**src/rtl/pms_pkg.sv**
```systemverilog
// -----------------------------------------------------------------------------
// pms_pkg
// Shared types and helpers for the pattern_match_sched scheduler.
//   state_t   : scheduler FSM encoding (IDLE, SHIFT, RESULT)
//   rr_pick_t : round-robin arbiter result (found flag + grant index)
//   rr_pick() : first valid requester at or after a pointer, wrapping
// -----------------------------------------------------------------------------
package pms_pkg;

    typedef enum logic [1:0] {
        IDLE   = 2'd0,
        SHIFT  = 2'd1,
        RESULT = 2'd2
    } state_t;

    // The arbiter helper works on a fixed-width request vector so it can live
    // in the package; callers zero-extend their request vector into it.
    // Channel counts above RR_MAX_CH are not supported.
    localparam int RR_MAX_CH = 64;
    localparam int RR_IDX_W  = 6;

    typedef struct packed {
        logic                found;
        logic [RR_IDX_W-1:0] idx;
    } rr_pick_t;

    // Returns the first set bit of valid at or after ptr, wrapping from
    // num_ch-1 back to 0. Offsets are walked from farthest to nearest so the
    // nearest valid channel is the one left in the result.
    function automatic rr_pick_t rr_pick(
        input logic [RR_MAX_CH-1:0] valid,
        input int                   ptr,
        input int                   num_ch
    );
        rr_pick_t res;
        int       cand;
        res = '0;
        for (int k = RR_MAX_CH - 1; k >= 0; k--) begin
            if (k < num_ch) begin
                cand = ptr + k;
                if (cand >= num_ch) begin
                    cand = cand - num_ch;
                end
                if (valid[cand[RR_IDX_W-1:0]]) begin
                    res.found = 1'b1;
                    res.idx   = cand[RR_IDX_W-1:0];
                end
            end
        end
        return res;
    endfunction

endpackage

```
**src/rtl/pms_serial_matcher.sv**
```systemverilog
// -----------------------------------------------------------------------------
// pms_serial_matcher
// Bit-serial sliding-window pattern matcher. Each enabled cycle one bit enters
// window bit 0 and the window shifts left (oldest bit ends up at PAT_W-1).
// Overlapping matches are counted once the window holds PAT_W real bits.
// Ports:
//   clk, rst_n : clock, asynchronous active-low reset
//   clear      : synchronous clear of window, bits-seen and match counter
//   bit_en     : shift one bit in this cycle
//   bit_in     : incoming serial bit
//   pattern    : pattern to compare against (bit PAT_W-1 = oldest bit)
//   count      : number of matches since the last clear
// -----------------------------------------------------------------------------
module pms_serial_matcher #(
    parameter int PAT_W = 4,
    parameter int CNT_W = 5
) (
    input  logic             clk,
    input  logic             rst_n,
    input  logic             clear,
    input  logic             bit_en,
    input  logic             bit_in,
    input  logic [PAT_W-1:0] pattern,
    output logic [CNT_W-1:0] count
);

    localparam int SEEN_W = $clog2(PAT_W + 1);

    logic [PAT_W-1:0]  window_reg;
    logic [PAT_W-1:0]  window_next;
    logic [SEEN_W-1:0] seen_reg;
    logic [SEEN_W-1:0] seen_next;
    logic [CNT_W-1:0]  count_reg;
    logic              match;

    // A one-bit window is just the incoming bit; wider windows shift left.
    generate
        if (PAT_W == 1) begin : g_win1
            assign window_next = bit_in;
        end else begin : g_winn
            assign window_next = {window_reg[PAT_W-2:0], bit_in};
        end
    endgenerate

    // bits_seen saturates at PAT_W: once the window is full it stays full.
    always_comb begin
        seen_next = seen_reg;
        if (seen_reg != SEEN_W'(PAT_W)) begin
            seen_next = seen_reg + 1'b1;
        end
        // Both terms use the post-shift view of the window.
        match = (seen_next == SEEN_W'(PAT_W)) && (window_next == pattern);
    end

    always_ff @(posedge clk or negedge rst_n) begin
        if (!rst_n) begin
            window_reg <= '0;
            seen_reg   <= '0;
            count_reg  <= '0;
        end else if (clear) begin
            window_reg <= '0;
            seen_reg   <= '0;
            count_reg  <= '0;
        end else if (bit_en) begin
            window_reg <= window_next;
            seen_reg   <= seen_next;
            if (match) begin
                count_reg <= count_reg + 1'b1;
            end
        end
    end

    assign count = count_reg;

endmodule

```
**src/rtl/pattern_match_sched.sv**
```systemverilog
// -----------------------------------------------------------------------------
// pattern_match_sched
// Round-robin scheduler sharing one bit-serial pattern matcher among NUM_CH
// requesters. A granted word is shifted MSB-first through the matcher and the
// overlapping-match count is returned with the source channel.
// Optional feature macro: PMS_TOTAL_STATS_EN (adds stat_clr / stat_total, a
// saturating 32-bit accumulator of res_count over result handshakes).
// Ports:
//   clk, rst_n   : clock, asynchronous active-low reset
//   req_valid    : per-channel request valid
//   req_ready    : per-channel accept, one-hot or zero (only in IDLE)
//   req_data     : channel i word at [i*DATA_W +: DATA_W]
//   cfg_pattern  : pattern, sampled at the accept edge
//   res_valid    : result available (RESULT state)
//   res_ready    : result consumer accept
//   res_ch       : channel that produced the result
//   res_count    : number of matches in the word
//   res_hit      : res_count != 0
//   busy         : high in SHIFT and RESULT
//   stat_clr     : (PMS_TOTAL_STATS_EN) synchronous clear of stat_total
//   stat_total   : (PMS_TOTAL_STATS_EN) saturating sum of reported counts
// -----------------------------------------------------------------------------
module pattern_match_sched
    import pms_pkg::*;
#(
    parameter int NUM_CH = 4,
    parameter int DATA_W = 16,
    parameter int PAT_W  = 4
) (
    input  logic                          clk,
    input  logic                          rst_n,
    input  logic [NUM_CH-1:0]             req_valid,
    output logic [NUM_CH-1:0]             req_ready,
    input  logic [NUM_CH*DATA_W-1:0]      req_data,
    input  logic [PAT_W-1:0]              cfg_pattern,
    output logic                          res_valid,
    input  logic                          res_ready,
    output logic [$clog2(NUM_CH)-1:0]     res_ch,
    output logic [$clog2(DATA_W+1)-1:0]   res_count,
    output logic                          res_hit,
    output logic                          busy
`ifdef PMS_TOTAL_STATS_EN
    ,
    input  logic                          stat_clr,
    output logic [31:0]                   stat_total
`endif
);

    localparam int CH_W  = $clog2(NUM_CH);
    localparam int CNT_W = $clog2(DATA_W + 1);

    state_t            state_reg;
    state_t            state_next;
    logic [CH_W-1:0]   rr_ptr_reg;
    logic [DATA_W-1:0] shreg_reg;
    logic [PAT_W-1:0]  pattern_reg;
    logic [CH_W-1:0]   res_ch_reg;
    logic [CNT_W-1:0]  bit_cnt_reg;

    logic [DATA_W-1:0] data_arr [NUM_CH];
    rr_pick_t          pick;
    logic [CH_W-1:0]   grant;
    logic [CH_W-1:0]   grant_inc;
    logic              accept;
    logic              shift_en;
    logic [CNT_W-1:0]  match_count;
    logic              unused_pick_idx;

    // Per-channel view of the flat request data bus.
    generate
        for (genvar gi = 0; gi < NUM_CH; gi++) begin : g_unpack
            assign data_arr[gi] = req_data[gi*DATA_W +: DATA_W];
        end
    endgenerate

    // Arbiter: first valid channel at or after rr_ptr.
    assign pick      = rr_pick(RR_MAX_CH'(req_valid), int'(rr_ptr_reg), NUM_CH);
    assign grant     = pick.idx[CH_W-1:0];
    assign grant_inc = (grant == CH_W'(NUM_CH - 1)) ? '0 : grant + 1'b1;
    // Upper index bits beyond CH_W are always zero for legal NUM_CH.
    assign unused_pick_idx = ^pick.idx;

    // Next-state and handshake decode.
    always_comb begin
        state_next = state_reg;
        accept     = 1'b0;
        shift_en   = 1'b0;
        case (state_reg)
            IDLE: begin
                if (pick.found) begin
                    accept     = 1'b1;
                    state_next = SHIFT;
                end
            end
            SHIFT: begin
                shift_en = 1'b1;
                if (bit_cnt_reg == CNT_W'(DATA_W - 1)) begin
                    state_next = RESULT;
                end
            end
            RESULT: begin
                if (res_ready) begin
                    state_next = IDLE;
                end
            end
            default: begin
                state_next = IDLE;
            end
        endcase
    end

    always_ff @(posedge clk or negedge rst_n) begin
        if (!rst_n) begin
            state_reg   <= IDLE;
            rr_ptr_reg  <= '0;
            shreg_reg   <= '0;
            pattern_reg <= '0;
            res_ch_reg  <= '0;
            bit_cnt_reg <= '0;
        end else begin
            state_reg <= state_next;
            if (accept) begin
                shreg_reg   <= data_arr[grant];
                pattern_reg <= cfg_pattern;
                res_ch_reg  <= grant;
                bit_cnt_reg <= '0;
                rr_ptr_reg  <= grant_inc;
            end else if (shift_en) begin
                shreg_reg   <= shreg_reg << 1;
                bit_cnt_reg <= bit_cnt_reg + 1'b1;
            end
        end
    end

    // The matcher is cleared on the accept edge so no window state survives
    // from the previous word.
    pms_serial_matcher #(
        .PAT_W (PAT_W),
        .CNT_W (CNT_W)
    ) u_matcher (
        .clk     (clk),
        .rst_n   (rst_n),
        .clear   (accept),
        .bit_en  (shift_en),
        .bit_in  (shreg_reg[DATA_W-1]),
        .pattern (pattern_reg),
        .count   (match_count)
    );

    // req_ready is decoded from live inputs, so it is also forced low while
    // reset is asserted.
    assign req_ready = (accept && rst_n) ? (NUM_CH'(1) << grant) : '0;
    assign res_valid = (state_reg == RESULT);
    assign res_ch    = res_ch_reg;
    assign res_count = res_valid ? match_count : '0;
    assign res_hit   = (res_count != '0);
    assign busy      = (state_reg != IDLE);

`ifdef PMS_TOTAL_STATS_EN
    logic [31:0] stat_total_reg;
    logic [32:0] stat_sum;

    assign stat_sum = {1'b0, stat_total_reg} + 33'(res_count);

    always_ff @(posedge clk or negedge rst_n) begin
        if (!rst_n) begin
            stat_total_reg <= '0;
        end else if (stat_clr) begin
            stat_total_reg <= '0;
        end else if (res_valid && res_ready) begin
            stat_total_reg <= stat_sum[32] ? 32'hFFFF_FFFF : stat_sum[31:0];
        end
    end

    assign stat_total = stat_total_reg;
`endif

endmodule

```
**config.mk**
```make
export PLATFORM = sky130hd
export DESIGN_NAME = pattern_match_sched
export DESIGN_NICKNAME = d
export VERILOG_FILES = /design/src/rtl/pms_pkg.sv /design/src/rtl/pms_serial_matcher.sv /design/src/rtl/pattern_match_sched.sv
export SDC_FILE = /design/constraint.sdc
export NUM_CORES = 1
export LEC_CHECK = 0
export ABC_AREA = 1
export CAP_MARGIN = 30
export CORE_MARGIN = 2
export CORE_UTILIZATION = 52
export CTS_CLUSTER_DIAMETER = 150
export DETAILED_ROUTE_END_ITERATION = 8
export GPL_TIMING_DRIVEN = 0
export PLACE_DENSITY = 0.86
export REMOVE_ABC_BUFFERS = 1
export SLEW_MARGIN = 15
export SYNTH_ARGS = -nofsm -noshare
export SYNTH_HDL_FRONTEND = slang
export SYNTH_HIERARCHICAL = 1
export SYNTH_SLANG_ARGS = --single-unit
```
**constraint.sdc**
```tcl
create_clock -name clk -period 4.81 [get_ports clk]
set_clock_uncertainty 0.2 [all_clocks]
set_input_delay 0.962 -clock clk [delete_from_list [all_inputs] [get_ports clk]]
set_output_delay 0.962 -clock clk [all_outputs]
set_load 0.05 [all_outputs]
```
==> impl_metrics.py, run 1 <==
metrics = {
    "run_status": {
        "status": "finished, final reports clean",
    },
    "cells_and_area": {
        "largest_reg_flops": 16,
        "syn_to_final_growth_pct": 30.4,
        "fin_nets": 624,
        "multi_input_area_mm2": 0.00177,
        "drive_gt1_share_pct": 6.17,
        "fillerInstances": 480,
        "register_area_mm2": 0.00105,
        "antenna_cells": 0,
    },
    "logic_synthesis": {
        "netlist_top_cells_area": "dfrtp_1, nand3_1, nand2_1",
        "synth_area_mm2": 0.00311,
        "yosysWarnings": 6,
        "yosysTopAreaCellShare_pct": 33.8,
        "yosys.area.top_type": "dfrtp_1",
        "synth_area_per_cell_um2": 6.78,
        "ys_types": 27,
        "ys_seq_area_share_pct": 33.8,
        "yosys_register_bits": 42,
        "synthCells": 458,
    },
    "flow_run": {
        "cap_viol_max_count": 0,
    },
    "grt": {
        "gr-total-overflow": 0,
        "grtUsageTotal_pct": 24.9,
        "antenna_found_initial": 0,
        "grt_pass1_wl_um": 13000,
        "grt_pass1_vias": 3073,
        "grt_max_degree": 36,
    },
    "floorplan": {
        "pin_count": 89,
        "die_area_mm2": 0.00661,
        "die_w_um": 81.3,
        "core_area_mm2": 0.00585,
        "start_util_pct": 53.1,
        "std_cell_rows": 28,
        "die_h_um": 81.3,
    },
    "drt": {
        "vias": 3252,
        "drtPass1Iterations": 5,
        "routed_wl_um": 7550,
        "viasPerCell": 5.33,
        "drtAntennaViolNets": 0,
        "wl_per_cell_um": 12.4,
        "route.detailed.drc": 0,
        "drt_iter0_drc": 172,
    },
    "placed_design": {
        "port_buffers": 88,
        "globalplace.congestion": 0.865,
        "dp_slack_ns": -0.517,
        "post-dp-hpwl_um": 5710,
    },
    "sta": {
        "setup_viol": 0,
        "postLayoutSetupSlackWorst_ns": 0.217,
        "tns_ns": 0,
        "hold_viol": 0,
        "tightest_slew_ns": 0.621,
        "relSlewSlack_pct": 58.5,
        "rsz0062_at_grt": "false",
        "finalCriticalPeriod_ns": 4.59,
        "timing.final.crit_share_pct": 95.5,
        "fmax_mhz": 218,
        "maxSlewViolCount": 0,
        "whs_ns": 0.300,
    },
    "critical_path": {
        "critPathKind": "in -> out",
        "cp_max_fo": 29,
        "end_kind": "primary output",
        "start_kind": "input pin",
        "critPathArrivalTime_ns": 3.43,
        "cp.required_ns": 3.65,
    },
    "clock_tree": {
        "ctsResizeCount": 9,
        "cts_hold_buf": 0,
        "clock_latency_ns": 0.30,
        "htreeDepth": 2,
        "cts_post_setup_buffers_inserted": 0,
        "cts_tree": "built",
        "cts.sinks": 42,
        "cts.clk_slew.worst_paths_ns": 0.07,
        "clock_path_buffers": 2,
        "cts_buffers": 5,
        "cts_root_buf": "clkbuf_8",
    },
    "pwr": {
        "power_density_mw_per_mm2": 708,
        "p_leak_nw": 1.95,
        "ir_worst_vdd_mv": 0.471,
    },
    "worst_hold_path": {
        "hp-class": "reg -> reg",
    },
}
## synthesized netlist by cell type
cell type / number
nand2_1: 119
o21ai_0: 19
buf_4: 5
a21oi_2: 1
o21bai_1: 1
clkinv_1: 1
or2_2: 1
inv_2: 4
dfrtp_1: 42
nor4_1: 1
buf_2: 7
inv_1: 43
a21oi_4: 1
nand3_2: 5
a21oi_1: 16
nand4_1: 5
nand2_2: 10
o22ai_1: 8
buf_6: 4
nand2_4: 1
ha_1: 14
xor2_1: 4
nand3_1: 97
clkbuf_1: 3
xnor2_1: 1
nor2_1: 44
o21ai_1: 1
## cell families (layout without fill, tap and decap cells)
kind of cell	Yosys count	count (layout)	share of synthesized area [%]
fa+ha+maj	14	14	5.64
xor+xnor	5	5	1.41
compound gates	47	47	8.46
flops	42	42	33.8
buf+inv	67	144	9.95
simple gates	283	283	40.7
## through the flow
step | power (W) | utilization, % | area (µm²) | cells
floorplan | 0.00212 | - | 2980 | 439
global placement | 0.00254 | 67.6 | 3950 | 602
detailed placement | 0.00261 | 67.8 | 3970 | 603
CTS | 0.00285 | 69.3 | 4050 | 610
global route | 0.00320 | 69.3 | 4050 | 610
finish | 0.00287 | 69.3 | 4050 | 610
## layer usage
layer  wire length (µm)  global-route usage (%)  up-vias  share of wire [%]
li1                   -                       -     1647                  -
met1               3170                    29.3     1491                 42
met2               3840                    44.9      100                 51
met3                418                    4.78       14                5.5
met4                128                    8.47        0                1.7
met5                  0                       0        -                  0
## final timing paths
| path | startpoint | slack (ns) | end | depth (start not counted) |
|---|---|---|---|---|
| worst max register to register | rr_ptr_reg[0]$_DFFE_PN0N_ | 1.63 | u_matcher/count[2]$_DFFE_PN0P_ | 12 |
| min in group asynchronous | rst_n | 0.34 | res_ch[0]$_DFFE_PN0N_ | 1 |
| max in group asynchronous | rst_n | 3.61 | shreg_reg[15]$_DFFE_PN0P_ | 2 |
| worst min register to register | res_ch[1]$_DFFE_PN0N_ | 0.30 | res_ch[1]$_DFFE_PN0N_ | 2 |
| worst min-delay path | res_ch[1]$_DFFE_PN0N_ | 0.30 | res_ch[1]$_DFFE_PN0N_ | 2 |
| worst max-delay path | req_valid[1] | 0.22 | req_ready[2] | 12 |
## cell type report
| type | instances | share of cell area [%] |
|---|---|---|
| inverters | 48 | 4.57 |
| repair buffers | 89 | 21.7 |
| multi-input cells | 349 | 43.6 |
| clock buffers | 7 | 1.88 |
| well taps | 75 | 2.32 |
| flip-flops and latches | 42 | 25.9 |
## cells in the final DEF, fill, tap and decap left out, drive strengths merged
cell,Yosys,routed
clkbuf,3,10
ha,14,14
o22ai,8,8
buf,16,2
clkdlybuf4s50,0,83
nand4,5,5
a21oi,18,18
nand3,102,102
inv,47,47
or2,1,1
nor4,1,1
clkdlybuf4s15,0,1
nor2,44,44
nand2,130,130
o21bai,1,1
dfrtp,42,42
o21ai,20,20
xnor2,1,1
xor2,4,4
clkinv,1,1
## worst max-delay path, cell delays in order
cell             delay, ns
clkdlybuf4s50_1       0.49
inv_1                 0.05
nand2_1               0.09
nand3_2               0.11
nand2_1               0.12
inv_2                 0.06
nand4_1               0.09
nand2_2               0.32
inv_6                 0.33
nand2_1               0.15
nor2_1                0.11
clkdlybuf4s15_1       0.51
## power by group
part	switching, W	internal [W]
clock	0.000114	0.0000999
sequential	0.000118	0.000514
combinational	0.00135	0.000674
total	0.00158	0.00129
No activity file was read; power rests on OpenSTA's default activity.
==> run 2: changes to the inputs <==
--- a/config.mk
+++ b/config.mk
@@ -8,11 +8,11 @@
 export ABC_AREA = 1
 export CAP_MARGIN = 30
 export CORE_MARGIN = 2
-export CORE_UTILIZATION = 52
+export CORE_UTILIZATION = 48
 export CTS_CLUSTER_DIAMETER = 150
 export DETAILED_ROUTE_END_ITERATION = 8
 export GPL_TIMING_DRIVEN = 0
-export PLACE_DENSITY = 0.86
+export PLACE_DENSITY = 0.81
 export REMOVE_ABC_BUFFERS = 1
 export SLEW_MARGIN = 15
 export SYNTH_ARGS = -nofsm -noshare
==> constraint.sdc (replaced) <==
create_clock -name clk -period 4.5 [get_ports clk]
set_clock_uncertainty 0.2 [all_clocks]
set_input_delay 0.9 -clock clk [delete_from_list [all_inputs] [get_ports clk]]
set_output_delay 0.9 -clock clk [all_outputs]
set_load 0.05 [all_outputs]
==> impl_metrics.py, run 2 (same netlist as run 1, synthesis figures left out) <==
metrics = {
    "clock_tree": {
        "cts_tree": "built",
        "htreeDepth": 2,
        "cts.sinks": 42,
        "clock_path_buffers": 2,
        "cts_root_buf": "clkbuf_8",
        "cts.clk_slew.worst_paths_ns": 0.07,
        "clock_latency_ns": 0.30,
        "cts_post_setup_buffers_inserted": 0,
        "cts_buffers": 5,
    },
    "floorplan": {
        "core_area_mm2": 0.00631,
        "die_area_mm2": 0.00713,
        "pin_count": 89,
        "die_h_um": 84.5,
        "std_cell_rows": 29,
        "start_util_pct": 49.2,
        "die_w_um": 84.5,
    },
    "pwr": {
        "ir_worst_vdd_mv": 0.733,
        "p_leak_nw": 1.98,
        "power_density_mw_per_mm2": 783,
    },
    "drt": {
        "drt_iter0_drc": 163,
        "vias": 3240,
        "drtAntennaViolNets": 0,
        "drtPass1Iterations": 4,
        "routed_wl_um": 7550,
        "wl_per_cell_um": 12.3,
        "viasPerCell": 5.29,
        "route.detailed.drc": 0,
    },
    "critical_path": {
        "cp_common_cell": "nand2_1",
        "reg2reg_from": "rr_ptr_reg[0]$_DFFE_PN0N_",
        "start_kind": "input pin",
        "r2r_setup_slack_ns": 1.36,
        "r2r_end": "u_matcher/count[2]$_DFFE_PN0P_",
        "critPathArrivalTime_ns": 3.23,
        "r2r_cells": 12,
        "path_cells": "clkdlybuf4s50_1 -> inv_1 -> nand2_1 -> nand3_2 -> nand2_1 -> inv_2 -> nand2_1 -> nand2_1 -> nand2_8 -> nand2_8 -> inv_1 -> ha_1 -> inv_1 -> nor2_1 -> buf_2",
        "cp.required_ns": 3.40,
        "critPathKind": "in -> out",
        "end_kind": "primary output",
        "cp-startpoint": "req_valid[1]",
        "cpMaxStageDelayCell": "clkdlybuf4s50_1",
        "max_stage_delay_ns": 0.47,
        "critPathCapture": "req_ready[3]",
        "cp_max_fo": 35,
    },
    "cells_and_area": {
        "layout_commonest_cell": "nand2_1",
        "design_area_mm2": 0.00414,
        "antenna_cells": 0,
        "syn_to_final_growth_pct": 33.1,
        "fin_util_pct": 65.5,
        "final_cell_mix": "nand2_1, nand3_1, clkdlybuf4s50_1, nor2_1, inv_1",
        "fin_cells": 613,
        "largest_reg_flops": 16,
        "fin_nets": 624,
        "drive_gt1_share_pct": 6.90,
    },
    "placed_design": {
        "post-dp-hpwl_um": 5530,
        "dp_cells": 605,
        "place_area_mm2": 0.00398,
        "port_buffers": 88,
        "globalplace.congestion": 0.839,
    },
    "worst_hold_path": {
        "hp-class": "reg -> reg",
    },
    "sta": {
        "fmax_mhz": 231,
        "setup_viol": 0,
        "tightest_slew_ns": 0.582,
        "maxSlewViolCount": 0,
        "rsz0062_at_grt": "false",
        "relSlewSlack_pct": 61.0,
        "timing.final.crit_share_pct": 96.3,
        "hold_viol": 0,
        "whs_ns": 0.304,
        "finalCriticalPeriod_ns": 4.33,
        "tns_ns": 0,
    },
    "grt": {
        "gr-total-overflow": 0,
        "grt_pass1_wl_um": 13000,
        "grtUsageTotal_pct": 21.6,
        "grt_pass1_vias": 3154,
        "grt_max_degree": 36,
        "antenna_found_initial": 0,
    },
    "flow_run": {
        "cap_viol_max_count": 0,
    },
    "run_status": {
        "status": "finished, final reports clean",
    },
}
run 2: where the power goes:
| part | switching [W] | leakage [nW] | total, W | internal [W] |
|---|---|---|---|---|
| Clock | 0.000128 | 0.0714 | 0.000364 | 0.000237 |
| Sequential | 0.000122 | 0.519 | 0.000672 | 0.000549 |
| Combinational | 0.00147 | 1.39 | 0.00220 | 0.000734 |
| Total | 0.00172 | 1.98 | 0.00324 | 0.00152 |
run 2: metrics by stage:
stage	setup WS (ns)	total power, W
after CTS	0.00307	0.00324
final	0.166	0.00324
after global placement	-0.637	0.00271
after floorplan	0.445	0.00227
after global routing	0.00344	0.00358
after detailed placement	-0.753	0.00280
run 2: worst min path at each step:
stage / startpoint / to / slack (ns) / cells past startpoint
3_5_place_dp: shreg_reg[0]$_DFFE_PN0P_ / shreg_reg[0]$_DFFE_PN0P_ / 0.29 / 2
2_1_floorplan: pattern_reg[3]$_DFFE_PN0N_ / pattern_reg[3]$_DFFE_PN0N_ / 0.27 / 2
4_1_cts: bit_cnt_reg[0]$_DFFE_PN0P_ / bit_cnt_reg[0]$_DFFE_PN0P_ / 0.31 / 1
6_report: bit_cnt_reg[0]$_DFFE_PN0P_ / bit_cnt_reg[0]$_DFFE_PN0P_ / 0.30 / 1
3_3_place_gp: res_ch[1]$_DFFE_PN0N_ / res_ch[1]$_DFFE_PN0N_ / 0.28 / 2
5_1_grt: bit_cnt_reg[0]$_DFFE_PN0P_ / bit_cnt_reg[0]$_DFFE_PN0P_ / 0.34 / 1
run 2: worst max-delay path: cells and delay by family:
kind	cells	cell delay [ns]
AND/OR/NAND/NOR	8	1.04
adder cells (fa/ha/maj)	1	0.18
buffers and inverters	6	1.09
run 2: what timing repair did:
action	4_1_cts	5_1_grt
hold endpoints to repair	0	0
hold buffers	0	0
gates cloned	0	0
resized for setup	14	9
setup endpoints to repair	4	4
run 2: routing by layer:
layer	up-vias	GRT usage, %	wire [µm]
li1	1650	-	-
met1	1459	26.5	3270
met2	115	38.6	3670
met3	16	2.95	442
met4	0	8.37	163
met5	-	0	0
run 2: final cells by class:
| type | count | area (µm²) |
|---|---|---|
| clock buffers | 6 | 82.6 |
| clock inverters | 2 | 60.1 |
| fillers | 556 | 2180 |
| inverters | 48 | 185 |
| multi-input cells | 349 | 1770 |
| flip-flops and latches | 42 | 1050 |
| well taps | 77 | 96.3 |
| repair buffers | 89 | 886 |
==> run 3: changes to the inputs <==
--- a/config.mk
+++ b/config.mk
@@ -12,7 +12,7 @@
 export CTS_CLUSTER_DIAMETER = 150
 export DETAILED_ROUTE_END_ITERATION = 8
 export GPL_TIMING_DRIVEN = 0
-export PLACE_DENSITY = 0.81
+export PLACE_DENSITY = 0.83
 export REMOVE_ABC_BUFFERS = 1
 export SLEW_MARGIN = 15
 export SYNTH_ARGS = -nofsm -noshare
==> impl_metrics.py, run 3 (same netlist as run 1, synthesis figures left out) <==
metrics = {
    "grt": {
        "met1_usage_pct": 25.5,
        "grt_util_met3_pct": 3.83,
        "grtUsageTotal_pct": 21.4,
        "gr-total-overflow": 0,
        "grt_max_degree": 36,
        "grt_pass1_vias": 3124,
        "use_met2_pct": 39.2,
        "antenna_found_initial": 0,
        "grt_pass1_wl_um": 12900,
        "top_usage_layer": "met2",
    },
    "pwr": {
        "power_density_mw_per_mm2": 782,
        "seqPwrFrac_pct": 20.8,
        "p_int_w": 0.00152,
        "p_leak_nw": 1.98,
        "swShare_pct": 53.0,
        "p_sw_w": 0.00171,
        "p_comb_share_pct": 67.9,
        "p_clk_share_pct": 11.3,
        "ir_worst_vdd_mv": 0.710,
    },
    "floorplan": {
        "std_cell_rows": 29,
        "die_w_um": 84.5,
        "core_area_mm2": 0.00631,
        "die_area_mm2": 0.00713,
        "die_h_um": 84.5,
        "start_util_pct": 49.2,
        "pin_count": 89,
    },
    "critical_path": {
        "cp_max_fo": 35,
        "end_kind": "primary output",
        "critPathKind": "in -> out",
        "cp.required_ns": 3.40,
        "start_kind": "input pin",
        "critPathArrivalTime_ns": 3.20,
    },
    "clock_tree": {
        "htreeDepth": 2,
        "clock_path_buffers": 2,
        "cts_hold_buf": 0,
        "clock_latency_ns": 0.30,
        "cts_tree": "built",
        "ctsResizeCount": 12,
        "cts.sinks": 42,
        "cts.clk_slew.worst_paths_ns": 0.08,
        "cts_root_buf": "clkbuf_8",
        "cts_buffers": 5,
        "cts_post_setup_buffers_inserted": 0,
    },
    "placed_design": {
        "globalplace.congestion": 0.824,
        "dp_slack_ns": -0.724,
        "port_buffers": 88,
        "post-dp-hpwl_um": 5680,
        "place_area_mm2": 0.00397,
    },
    "flow_run": {
        "cap_viol_max_count": 0,
    },
    "drt": {
        "drtAntennaViolNets": 0,
        "route.detailed.drc": 0,
        "viasPerCell": 5.36,
        "wl_per_cell_um": 12.3,
        "routed_wl_um": 7550,
        "drtPass1Iterations": 4,
        "vias": 3286,
        "drt_iter0_drc": 164,
    },
    "cells_and_area": {
        "largest_reg_flops": 16,
        "fin_nets": 624,
        "antenna_cells": 0,
        "drive_gt1_share_pct": 6.90,
        "final_cell_mix": "nand2_1, nand3_1, clkdlybuf4s50_1, nor2_1, inv_1",
        "layout_commonest_cell": "nand2_1",
        "syn_to_final_growth_pct": 32.8,
        "fillerInstances": 562,
        "design_area_mm2": 0.00413,
        "register_area_mm2": 0.00105,
        "multi_input_area_mm2": 0.00177,
    },
    "sta": {
        "postLayoutSetupSlackWorst_ns": 0.202,
        "setup_viol": 0,
        "hold_viol": 0,
        "relSlewSlack_pct": 54.8,
        "tightest_slew_ns": 0.676,
        "timing.final.crit_share_pct": 95.5,
        "fmax_mhz": 233,
        "finalCriticalPeriod_ns": 4.30,
        "maxSlewViolCount": 0,
        "tns_ns": 0,
        "whs_ns": 0.282,
        "rsz0062_at_grt": "false",
    },
    "run_status": {
        "status": "finished, final reports clean",
    },
    "worst_hold_path": {
        "hp-class": "in -> async",
    },
}
[run 3: changes by cell type in the layout (fill, tap and decap cells not counted), sizes merged]
cell / change
buf: +1
clkbuf: -1
[run 3: final timing paths]
check                                     startpoint                                  end  slack, ns  cells past startpoint
min in group clk               res_ch[1]$_DFFE_PN0N_                res_ch[1]$_DFFE_PN0N_       0.30                      2
hold reg to reg                res_ch[1]$_DFFE_PN0N_                res_ch[1]$_DFFE_PN0N_       0.30                      2
hold / removal                                 rst_n       u_matcher/count[1]$_DFFE_PN0P_       0.28                      1
setup / recovery                        req_valid[1]                         req_ready[3]       0.20                     15
setup reg to reg           rr_ptr_reg[0]$_DFFE_PN0N_       u_matcher/count[3]$_DFFE_PN0P_       1.41                     12
max in group asynchronous                      rst_n  u_matcher/window_reg[0]$_DFFE_PN0P_       3.37                      2
[run 3: final cells by class]
class,count,area share (%)
Sequential cell,42,25.5
Tap cell,77,2.34
Clock buffer,6,2.00
Timing Repair Buffer,89,21.2
Clock inverter,2,1.46
Inverter,48,4.49
Multi-Input combinational cell,349,43.0
[run 3: critical path, stage by stage]
cell and delay (ns):
clkdlybuf4s50_1 0.48, inv_1 0.04, nand2_1 0.09, nand3_2 0.12, nand2_1 0.13, inv_2 0.07, nand2_1 0.07, nand2_1 0.13
nand2_8 0.21, nand2_8 0.19, inv_1 0.20, ha_1 0.17, inv_1 0.04, nor2_1 0.09, buf_2 0.27
[run 3: layer usage]
layer	wire, µm	part of all wire [%]
met5	0	0
met4	102	1.4
met3	416	5.5
met2	3750	50
met1	3290	44
[run 3: stage by stage]
| step | cells | utilization [%] | power [W] |
|---|---|---|---|
| 2_1_floorplan | 439 | - | 0.00227 |
| 3_3_place_gp | 604 | 62.6 | 0.00271 |
| 3_5_place_dp | 605 | 62.9 | 0.00280 |
| 4_1_cts | 613 | 65.5 | 0.00321 |
| 5_1_grt | 613 | 65.3 | 0.00356 |
| 6_report | 613 | 65.3 | 0.00323 |
[run 3: power groups by stage]
stage	logic, W	registers [W]	clock network [W]
2_1_floorplan	0.00159	0.000679	0
3_3_place_gp	0.00204	0.000669	0
5_1_grt	0.00248	0.000693	0.000381
6_report	0.00219	0.000670	0.000364
3_5_place_dp	0.00212	0.000675	0
4_1_cts	0.00217	0.000669	0.000367
